[src/rtl/fp9_to_fp8_pack_core.sv]
// rtl/fp9_to_fp8_pack_core.sv - FP9E5M3 beat converter/packer onto a 32-bit bus (FP16, FP8 E4M3/E5M2, FP4 E2M1)
module fp9_to_fp8_pack_core #(
  parameter int         NUM_ELEM    = 4,
  parameter logic [4:0] TYPE_FP4    = 5'd1,
  parameter logic [4:0] TYPE_FP8    = 5'd2,
  parameter logic [4:0] TYPE_FP16   = 5'd3,
  parameter logic [2:0] SUB_FP8E5M2 = 3'd1
) (
  input  logic                  clk,
  input  logic                  rst_n,
  input  logic [4:0]            type_cd,
  input  logic [2:0]            type_cd_sub,
  input  logic [9*NUM_ELEM-1:0] in,
  input  logic                  in_last_i,
  input  logic                  in_valid_i,
  output logic                  in_ready_o,
  output logic [8*NUM_ELEM-1:0] out,
  output logic                  out_valid_o,
  input  logic                  out_ready_i
);

  localparam int OW = 8 * NUM_ELEM;

  typedef enum logic [1:0] {S_EMPTY, S_HALF, S_FULL, S_FULL_HI} state_t;
  typedef enum logic [1:0] {MODE_E4M3, MODE_E5M2, MODE_FP4, MODE_FP16} mode_t;

  state_t          state;
  mode_t           live_mode, lat_mode, cur_mode;
  logic [OW-1:0]   hi;
  logic [OW-1:0]   w8;
  logic [OW/2-1:0] w4;
  logic [2*OW-1:0] w16;
  logic            accept;

  function automatic logic [7:0] to_e4m3(input logic [8:0] x);
    logic       s;
    logic [4:0] e;
    logic [2:0] m;
    logic [7:0] r;
    {s, e, m} = x;
    if (e == 5'h1F)                               r = {s, (m == 3'd0) ? 7'h7E : 7'h7F};
    else if (e < 5'd9)                            r = {s, 7'h00};
    else if (e > 5'd23 || (e == 5'd23 && m == 3'b111)) r = {s, 7'h7E};
    else                                          r = {s, e[3:0] + 4'd8, m};
    return r;
  endfunction

  // Exp carry from mantissa rounding falls out of the 7-bit add; exp 30 overflows to Inf.
  function automatic logic [7:0] to_e5m2(input logic [8:0] x);
    logic       s;
    logic [4:0] e;
    logic [2:0] m;
    logic [6:0] sum;
    logic [7:0] r;
    {s, e, m} = x;
    sum = {e, m[2:1]} + {6'd0, m[1] & m[0]};
    if (e == 5'h1F) r = {s, (m == 3'd0) ? 7'h7C : 7'h7E};
    else            r = {s, sum};
    return r;
  endfunction

  // Thresholds per binade, ties resolved toward the even E2M1 code.
  function automatic logic [3:0] to_e2m1(input logic [8:0] x);
    logic       s;
    logic [4:0] e;
    logic [2:0] m;
    logic [2:0] c;
    {s, e, m} = x;
    case (e)
      5'd0:    c = 3'b000;
      5'd13:   c = (m == 3'd0) ? 3'b000 : 3'b001;
      5'd14:   c = (m <= 3'd3) ? 3'b001 : 3'b010;
      5'd15:   c = (m <= 3'd2) ? 3'b010 : (m <= 3'd5) ? 3'b011 : 3'b100;
      5'd16:   c = (m <= 3'd2) ? 3'b100 : (m <= 3'd5) ? 3'b101 : 3'b110;
      5'd17:   c = (m <= 3'd2) ? 3'b110 : 3'b111;
      default: c = (e >= 5'd18) ? 3'b111 : 3'b000;
    endcase
    return {s, c};
  endfunction

  always_comb begin
    live_mode = MODE_E4M3;
    if (type_cd == TYPE_FP4)       live_mode = MODE_FP4;
    else if (type_cd == TYPE_FP16) live_mode = MODE_FP16;
    else if (type_cd == TYPE_FP8 && type_cd_sub == SUB_FP8E5M2) live_mode = MODE_E5M2;
  end

  assign cur_mode = (state == S_HALF) ? lat_mode : live_mode;

  always_comb begin
    w8  = '0;
    w4  = '0;
    w16 = '0;
    for (int i = 0; i < NUM_ELEM; i++) begin
      w8[8*i+:8]   = (cur_mode == MODE_E5M2) ? to_e5m2(in[9*i+:9]) : to_e4m3(in[9*i+:9]);
      w4[4*i+:4]   = to_e2m1(in[9*i+:9]);
      w16[16*i+:16] = {in[9*i+:9], 7'b0};
    end
  end

  always_comb begin
    case (state)
      S_EMPTY, S_HALF: in_ready_o = 1'b1;
      S_FULL:          in_ready_o = out_ready_i;
      default:         in_ready_o = 1'b0;
    endcase
  end

  assign accept = in_valid_i && in_ready_o;

  always_ff @(posedge clk) begin
    if (!rst_n) begin
      state       <= S_EMPTY;
      out         <= '0;
      out_valid_o <= 1'b0;
      hi          <= '0;
      lat_mode    <= MODE_E4M3;
    end else begin
      case (state)
        S_EMPTY, S_FULL: begin
          if (accept) begin
            lat_mode <= live_mode;
            case (live_mode)
              MODE_FP4: begin
                out         <= {{(OW/2){1'b0}}, w4};
                state       <= in_last_i ? S_FULL : S_HALF;
                out_valid_o <= in_last_i;
              end
              MODE_FP16: begin
                out         <= w16[OW-1:0];
                hi          <= w16[2*OW-1:OW];
                state       <= S_FULL_HI;
                out_valid_o <= 1'b1;
              end
              default: begin
                out         <= w8;
                state       <= S_FULL;
                out_valid_o <= 1'b1;
              end
            endcase
          end else if (state == S_FULL && out_ready_i) begin
            state       <= S_EMPTY;
            out_valid_o <= 1'b0;
          end
        end
        S_HALF: begin
          if (in_valid_i) begin
            out[OW-1:OW/2] <= w4;
            state          <= S_FULL;
            out_valid_o    <= 1'b1;
          end
        end
        S_FULL_HI: begin
          if (out_ready_i) begin
            out   <= hi;
            state <= S_FULL;
          end
        end
        default: begin
          state       <= S_EMPTY;
          out_valid_o <= 1'b0;
        end
      endcase
    end
  end

endmodule

[config.mk]
export PLATFORM = sky130hd
export DESIGN_NAME = fp9_to_fp8_pack_core
export DESIGN_NICKNAME = d
export VERILOG_FILES = /design/src/rtl/fp9_to_fp8_pack_core.sv
export SDC_FILE = /design/constraint.sdc
export NUM_CORES = 1
export LEC_CHECK = 0
export ABC_CLOCK_PERIOD_IN_PS = 3900
export CAP_MARGIN = 20
export CELL_PAD_IN_SITES_DETAIL_PLACEMENT = 1
export CELL_PAD_IN_SITES_GLOBAL_PLACEMENT = 1
export CORE_MARGIN = 3
export CORE_UTILIZATION = 42
export DETAILED_ROUTE_END_ITERATION = 7
export GPL_ROUTABILITY_DRIVEN = 1
export PLACE_DENSITY_LB_ADDON = 0.1
export REMOVE_ABC_BUFFERS = 1
export SYNTH_ARGS = -nofsm -noshare
export SYNTH_HDL_FRONTEND = slang
export SYNTH_SLANG_ARGS = --single-unit
[constraint.sdc]
create_clock -name clk -period 3.9 [get_ports clk]
set_input_delay 0.585 -clock clk [delete_from_list [all_inputs] [get_ports clk]]
set_output_delay 0.585 -clock clk [all_outputs]
set_load 0.03 [all_outputs]
==> results of run 1 <==
## path summary, 6_finish.rpt
path / from / endpoint / slack, ns / depth (start not counted)
min reg2reg: out_valid_o$_SDFFE_PN0P_ / out_valid_o$_SDFFE_PN0P_ / 0.49 / 2
min: out_valid_o$_SDFFE_PN0P_ / out_valid_o$_SDFFE_PN0P_ / 0.49 / 2
max reg2reg: state[1]$_SDFFE_PN0P_ / out[5]$_SDFFE_PN0P_ / 1.31 / 5
max: type_cd[3] / hi[26]$_SDFFE_PN0P_ / 1.08 / 7
## cells in the mapped netlist (4+ instances only)
cell / instances / area (sq um)
sky130_fd_sc_hd__o21a_1: 5 / 37.54
sky130_fd_sc_hd__o211ai_1: 18 / 135.1
sky130_fd_sc_hd__a31o_2: 4 / 35.03
sky130_fd_sc_hd__o31a_1: 5 / 43.79
sky130_fd_sc_hd__nor2b_1: 5 / 31.28
sky130_fd_sc_hd__a21boi_0: 4 / 30.03
sky130_fd_sc_hd__nor4b_1: 5 / 43.79
sky130_fd_sc_hd__a32oi_1: 4 / 35.03
sky130_fd_sc_hd__clkbuf_1: 51 / 191.4
sky130_fd_sc_hd__xor2_1: 5 / 43.79
sky130_fd_sc_hd__o221a_2: 4 / 45.04
sky130_fd_sc_hd__or3_1: 5 / 31.28
sky130_fd_sc_hd__nand4_1: 12 / 75.07
sky130_fd_sc_hd__a21oi_1: 48 / 240.2
sky130_fd_sc_hd__o22ai_1: 10 / 62.56
sky130_fd_sc_hd__a221oi_1: 5 / 43.79
sky130_fd_sc_hd__xnor2_1: 8 / 70.07
sky130_fd_sc_hd__a31oi_1: 13 / 81.33
sky130_fd_sc_hd__nand3_1: 26 / 130.1
sky130_fd_sc_hd__a211oi_1: 12 / 90.09
sky130_fd_sc_hd__nand2b_1: 7 / 43.79
sky130_fd_sc_hd__and3_1: 8 / 50.05
sky130_fd_sc_hd__and2_1: 12 / 75.07
sky130_fd_sc_hd__inv_1: 14 / 52.55
sky130_fd_sc_hd__buf_1: 4 / 15.01
sky130_fd_sc_hd__buf_2: 7 / 35.03
sky130_fd_sc_hd__mux2i_1: 25 / 250.2
sky130_fd_sc_hd__o21ai_0: 45 / 225.2
sky130_fd_sc_hd__nor3_1: 11 / 55.05
sky130_fd_sc_hd__ha_1: 4 / 50.05
sky130_fd_sc_hd__mux2_2: 4 / 45.04
sky130_fd_sc_hd__dfxtp_1: 55 / 1101
sky130_fd_sc_hd__nand2_1: 41 / 153.9
sky130_fd_sc_hd__nor2_1: 53 / 198.9
## sequential cells by signal, indices dropped and copies added (netlist names)
name / cells
state: 2
hi: 18
lat_mode: 2
out: 32
out_valid_o: 1
## cell type report
type                    instances  area, sq um  area share [%]
multi-input cells             477         3084           56.54
flip-flops and latches         55         1101           20.18
repair buffers                 99        948.4           17.39
well taps                     136        170.2           3.119
clock buffers                   6        82.58           1.514
inverters                      14        52.55          0.9633
clock inverters                 2        16.27          0.2982
## critical path: cells and delay by family
| family | cells | cell delay [ns] |
|---|---|---|
| AND/OR/NAND/NOR | 4 | 1.50 |
| multiplexers | 1 | 0.21 |
| buffers and inverters | 2 | 0.72 |
## per-stage QoR
stage	util (%)	hold WS, ns	total power, mW	cells	area, sq um
6_report	52.61	0.4924	1.468	789	5455
5_1_grt	52.61	0.5186	1.538	789	5455
4_1_cts	52.61	0.4993	1.466	789	5455
3_5_place_dp	51.65	0.4736	1.110	781	5356
3_3_place_gp	51.65	0.4545	1.098	781	5356
2_1_floorplan	-	0.4549	0.8635	546	4225
## where the power goes
part	internal, mW	switching, mW
clock	0.146	0.218
sequential	0.593	0.0229
combinational	0.199	0.289
total	0.938	0.530
## per-layer routing
metal  track usage [%]  up-vias  wire length (microns)
met2             47.99      198                   8063
met4             7.480        0                    345
met1             39.78     2527                   7505
met3             3.230       30                   1116
met5                 0        -                      0
li1                  -     2392                      -
## cells by family after synthesis
family,after synthesis,share of synthesized area [%]
and+or+nand+nor,209,24.31
buffers and inverters,79,7.464
muxes,29,6.548
adders and majority gates,7,1.776
AOI/OAI and AO/OA,219,32.96
xor gates and xnor gates,13,2.525
DFF,55,24.42
==> results.py, run 1 <==
metrics = {
    "outcome": {
        "outcome": "complete, no violations",
    },
    "detailed_routing": {
        "route.detailed.wl_per_inst_microns": 21.59,
        "remaining_drc_errors": 0,
        "count_of_vias_placed_by_the_detailed_router": 5147,
        "drt-initial-drc-count": 350,
        "antenna_left": 0,
        "drt_wl_total_microns": 17030,
        "route.detailed.vias_per_inst": 6.523,
        "first_pass_iters": 5,
    },
    "yosys": {
        "syn_avg_cell_area_sq_um": 7.380,
        "synthCells": 611,
        "synth_edf_count": 0,
        "synth.lib_cells_used.distinct": 75,
        "synth.ff_latch_count": 55,
        "yosys_most_used_dff": "sky130_fd_sc_hd__dfxtp_1",
        "ys_warn_count": 0,
        "netlist_area_sq_mm": 0.004509,
        "async_flop_share_pct": 0,
        "synth_seq_area_share_pct": 24.42,
    },
    "timing": {
        "fmax_mhz": 355.0,
        "slew-limit-headroom_pct": 39.96,
        "transition_time_of_the_tightest_slew_check_pin_ns": 0.8973,
        "totalNegativeSetupSlack_ns": 0,
        "fin_skew_ns": 0.006318,
        "unrepaired_setup_endpoints_after_global_routing": "no",
        "maxSlewViolCount": 0,
        "timing.final.crit_share_pct": 72.23,
        "finalHoldViolations": 0,
        "fin_ws_ns": 1.083,
        "setup_violators_final": 0,
        "period_needed_ns": 2.817,
    },
    "clock_network": {
        "cts_buffers": 5,
        "insertion_delay_to_the_later_sink_of_the_worst_skew_pair_ns": 0.33,
        "clock_pin_slew_on_the_worst_setup_and_hold_paths_ns": 0.11,
        "post_cts_buffers": 0,
        "cts-htree-levels": 2,
        "clockBufferDepth": 2,
        "clock-sinks": 55,
        "tritoncts": "done",
        "cts-hold-fix-buffers": 0,
        "cts_resized": 0,
        "clockRootBuffer": "sky130_fd_sc_hd__clkbuf_8",
    },
    "global_route": {
        "grt-ovfl-total": 0,
        "via_count_of_the_first_global_routing_pass": 5036,
        "wire_length_of_the_first_global_routing_pass_microns": 27220,
        "pin_count_of_the_biggest_net_entering_global_routing": 31,
        "grt.total_usage_pct": 28.88,
        "grt_antenna_before_repair": 0,
    },
    "power_and_ir_drop": {
        "vdd.ir_drop.worst_mv": 0.1430,
        "leakage_nw": 2.045,
        "total_power_divided_by_cell_area_mw_per_mm2": 269.1,
    },
    "critical_path": {
        "crit_path_max_incr_delay_ns": 0.80,
        "worst-endpoint-required_ns": 4.12,
        "worst_path_max_delay_cell": "sky130_fd_sc_hd__or4b_1",
        "endpoint_kind": "flop",
        "timing.critical_path.from_type": "input port",
        "critPathMaxFanout": 18,
        "cp_data_arrival_time_ns": 3.04,
        "path_class": "in -> reg",
        "series_of_cell_instances_along_the_critical_path": "clkdlybuf4s50_1 > or4b_1 > nor3b_4 > nand3_2 > buf_4 > mux2i_1 > nor2_1",
    },
    "cells_and_area": {
        "final_common_cell": "sky130_fd_sc_hd__clkdlybuf4s50_1",
        "drive_gt1_share_pct": 6.891,
        "finalNetCount": 705,
        "area_growth_pct": 20.98,
        "final_cell_mix": "82 x sky130_fd_sc_hd__clkdlybuf4s50_1, 55 x sky130_fd_sc_hd__dfxtp_1, 53 x sky130_fd_sc_hd__nor2_1",
        "filler_cell_count": 1311,
        "insertedDiodeCount": 0,
    },
    "floorplanning": {
        "chipWidth_microns": 109.6,
        "dieArea_sq_mm": 0.01202,
        "ios": 83,
        "core_area_sq_mm": 0.01037,
        "floorplan.initialDensity_pct": 43.48,
        "fp.dieH_microns": 109.6,
        "fp-row-count": 37,
    },
    "flow_run": {
        "cap_viol_max_count": 0,
    },
    "place": {
        "pre_cts_ws_ns": 0.7617,
        "finalWeightedCongestion": 0.9007,
        "port-buffer-count": 82,
        "detailedPlacementHpwl_microns": 12540,
    },
    "worst_hold_path": {
        "timing.hold.worst.class": "reg -> reg",
    },
}
No activity file was read; power rests on OpenSTA's default activity.
==> inputs of run 2 (changes only) <==
ABC_CLOCK_PERIOD_IN_PS = 2500   (was 3900)
CORE_UTILIZATION = 35   (was 42)
clock period = 2.5 ns   (was 3.9 ns; I/O delays follow)
==> run 2 against run 1 <==
- global-route usage shrank 2.5 points
- hold slack gained 0.0019 ns
- first-iteration DRC count up 3.1%
- clock power rose by 110%
- routed wire length increased by 11%
- critical path type is now reg -> reg
- power up 75%
- combinational power is 72% higher
- sequential share of layout area decreased by 1.9 points
==> results.py, run 2 (same netlist as run 1, synthesis figures left out) <==
metrics = {
    "critical_path": {
        "endpoint_kind": "flop",
        "worst-endpoint-required_ns": 2.69,
        "cp_data_arrival_time_ns": 2.52,
        "rr_worst_depth": 6,
        "worstReg2RegEnd": "out[5]$_SDFFE_PN0P_",
        "path_class": "reg -> reg",
        "critical_path.reg2reg.startpoint": "state[1]$_SDFFE_PN0P_",
        "r2r_setup_slack_ns": 0.17,
        "critPathMaxFanout": 13,
        "timing.critical_path.from_type": "flop",
    },
    "timing": {
        "totalNegativeSetupSlack_ns": 0,
        "fin_skew_ns": 0.005135,
        "fin_ws_ns": 0.1671,
        "finalHoldViolations": 0,
        "slew-limit-headroom_pct": 27.10,
        "fmax_mhz": 428.7,
        "timing.final.crit_share_pct": 93.32,
        "maxSlewViolCount": 0,
        "period_needed_ns": 2.333,
        "setup_violators_final": 0,
        "transition_time_of_the_tightest_slew_check_pin_ns": 1.082,
        "unrepaired_setup_endpoints_after_global_routing": "no",
    },
    "floorplanning": {
        "fp-row-count": 40,
        "fp.dieH_microns": 119.5,
        "ios": 83,
        "dieArea_sq_mm": 0.01428,
        "floorplan.initialDensity_pct": 36.63,
        "chipWidth_microns": 119.5,
        "core_area_sq_mm": 0.01231,
    },
    "global_route": {
        "via_count_of_the_first_global_routing_pass": 5420,
        "wire_length_of_the_first_global_routing_pass_microns": 30150,
        "grt_antenna_before_repair": 0,
        "grt.total_usage_pct": 26.35,
        "pin_count_of_the_biggest_net_entering_global_routing": 33,
        "grt-ovfl-total": 0,
    },
    "detailed_routing": {
        "drt-initial-drc-count": 361,
        "first_pass_iters": 5,
        "route.detailed.wl_per_inst_microns": 21.54,
        "drt_wl_total_microns": 18920,
        "antenna_left": 0,
        "count_of_vias_placed_by_the_detailed_router": 5356,
        "route.detailed.vias_per_inst": 6.100,
        "remaining_drc_errors": 0,
    },
    "clock_network": {
        "clockRootBuffer": "sky130_fd_sc_hd__clkbuf_16",
        "cts-htree-levels": 2,
        "clock_pin_slew_on_the_worst_setup_and_hold_paths_ns": 0.08,
        "cts_resized": 0,
        "clockBufferDepth": 2,
        "tritoncts": "done",
        "post_cts_buffers": 0,
        "insertion_delay_to_the_later_sink_of_the_worst_skew_pair_ns": 0.31,
        "cts-hold-fix-buffers": 0,
        "clock-sinks": 55,
        "cts_buffers": 5,
    },
    "place": {
        "port-buffer-count": 82,
        "pre_cts_ws_ns": 0.03919,
        "finalWeightedCongestion": 0.9006,
        "dp.cells": 870,
        "placed_cell_area_sq_mm": 0.005884,
        "detailedPlacementHpwl_microns": 14570,
    },
    "cells_and_area": {
        "reg_top3": "out (32), hi (18)",
        "final_core_utilization_pct": 49.02,
        "finalNetCount": 762,
        "final-instance-count-excl-fill": 878,
        "final_common_cell": "sky130_fd_sc_hd__clkdlybuf4s50_1",
        "insertedDiodeCount": 0,
        "filler_cell_count": 1552,
        "largest_register_ff_count": 32,
        "registers.top_by_ff_count": "out",
        "area_growth_pct": 33.85,
        "final_cell_mix": "81 x sky130_fd_sc_hd__clkdlybuf4s50_1, 70 x sky130_fd_sc_hd__buf_4, 55 x sky130_fd_sc_hd__dfxtp_1",
        "finish.instance_area_sq_mm": 0.006036,
        "drive_gt1_share_pct": 14.37,
    },
    "power_and_ir_drop": {
        "vdd.ir_drop.worst_mv": 0.2382,
        "p_seq_share_pct": 37.5,
        "clkPwrFrac_pct": 29.8,
        "switching_share_pct": 34.04,
        "leakage_nw": 2.374,
        "cell_internal_power_dissipation_mw": 1.697,
        "total_power_divided_by_cell_area_mw_per_mm2": 426.2,
        "comb_pwr_share_pct": 32.7,
        "p_sw_mw": 0.8756,
    },
    "flow_run": {
        "cap_viol_max_count": 0,
    },
    "worst_hold_path": {
        "timing.hold.worst.class": "reg -> reg",
        "hold-path-endpoint": "out_valid_o$_SDFFE_PN0P_",
        "min_delay_path_depth": 2,
        "min_from": "out_valid_o$_SDFFE_PN0P_",
    },
    "outcome": {
        "outcome": "complete, no violations",
    },
}
==> run 2: per-layer routing <==
layer / wire length [microns] / vias up / track usage, %
li1: - / 2505 / -
met5: 0 / - / 0
met3: 830 / 32 / 4.241
met2: 8690 / 153 / 42.37
met4: 440 / 0 / 7.445
met1: 8955 / 2666 / 36.55
==> run 2: worst max-delay path by stage <==
stage,slack [ns],end,start
global route,0.06,out[1]$_SDFFE_PN0P_,state[1]$_SDFFE_PN0P_
global placement,0.07,out[27]$_SDFFE_PN0P_,type_cd[3]
CTS,0.24,out[18]$_SDFFE_PN0P_,state[1]$_SDFFE_PN0P_
finish,0.17,out[5]$_SDFFE_PN0P_,state[1]$_SDFFE_PN0P_
floorplan,-0.49,out[16]$_SDFFE_PN0P_,type_cd[3]
detailed placement,0.04,out[27]$_SDFFE_PN0P_,type_cd[3]
==> run 2: per-stage QoR <==
step                hold slack, ns  power, mW
floorplan                   0.4549      1.347
global placement            0.4623      1.800
detailed placement          0.4806      1.816
CTS                         0.5008      2.581
global route                0.5235      2.690
finish                      0.4943      2.572
==> run 2: worst max-delay path: stages (launching register included) <==
cell                      delay (ns)
sky130_fd_sc_hd__dfxtp_1        0.67
sky130_fd_sc_hd__nor2b_1        0.56
sky130_fd_sc_hd__nor3b_1        0.10
sky130_fd_sc_hd__buf_4          0.19
sky130_fd_sc_hd__and2_1         0.21
sky130_fd_sc_hd__nand2_1        0.32
sky130_fd_sc_hd__o22ai_1        0.16
==> run 2: power by group through the flow <==
stage	clock (mW)	sequential, mW	combinational [mW]
after floorplan	0	1.06	0.288
after global placement	0	0.983	0.817
after detailed placement	0	0.983	0.833
after CTS	0.780	0.963	0.837
after global routing	0.817	0.969	0.904
final	0.767	0.964	0.842
==> run 2: cell type report <==
class / instances / area [sq um] / share of cell area [%]
Timing Repair Buffer: 156 / 1436 / 23.80
Inverter: 14 / 52.55 / 0.8706
Tap cell: 168 / 210.2 / 3.483
Multi-Input combinational cell: 477 / 3084 / 51.10
Clock inverter: 1 / 8.758 / 0.1451
Clock buffer: 7 / 142.6 / 2.363
Sequential cell: 55 / 1101 / 18.24
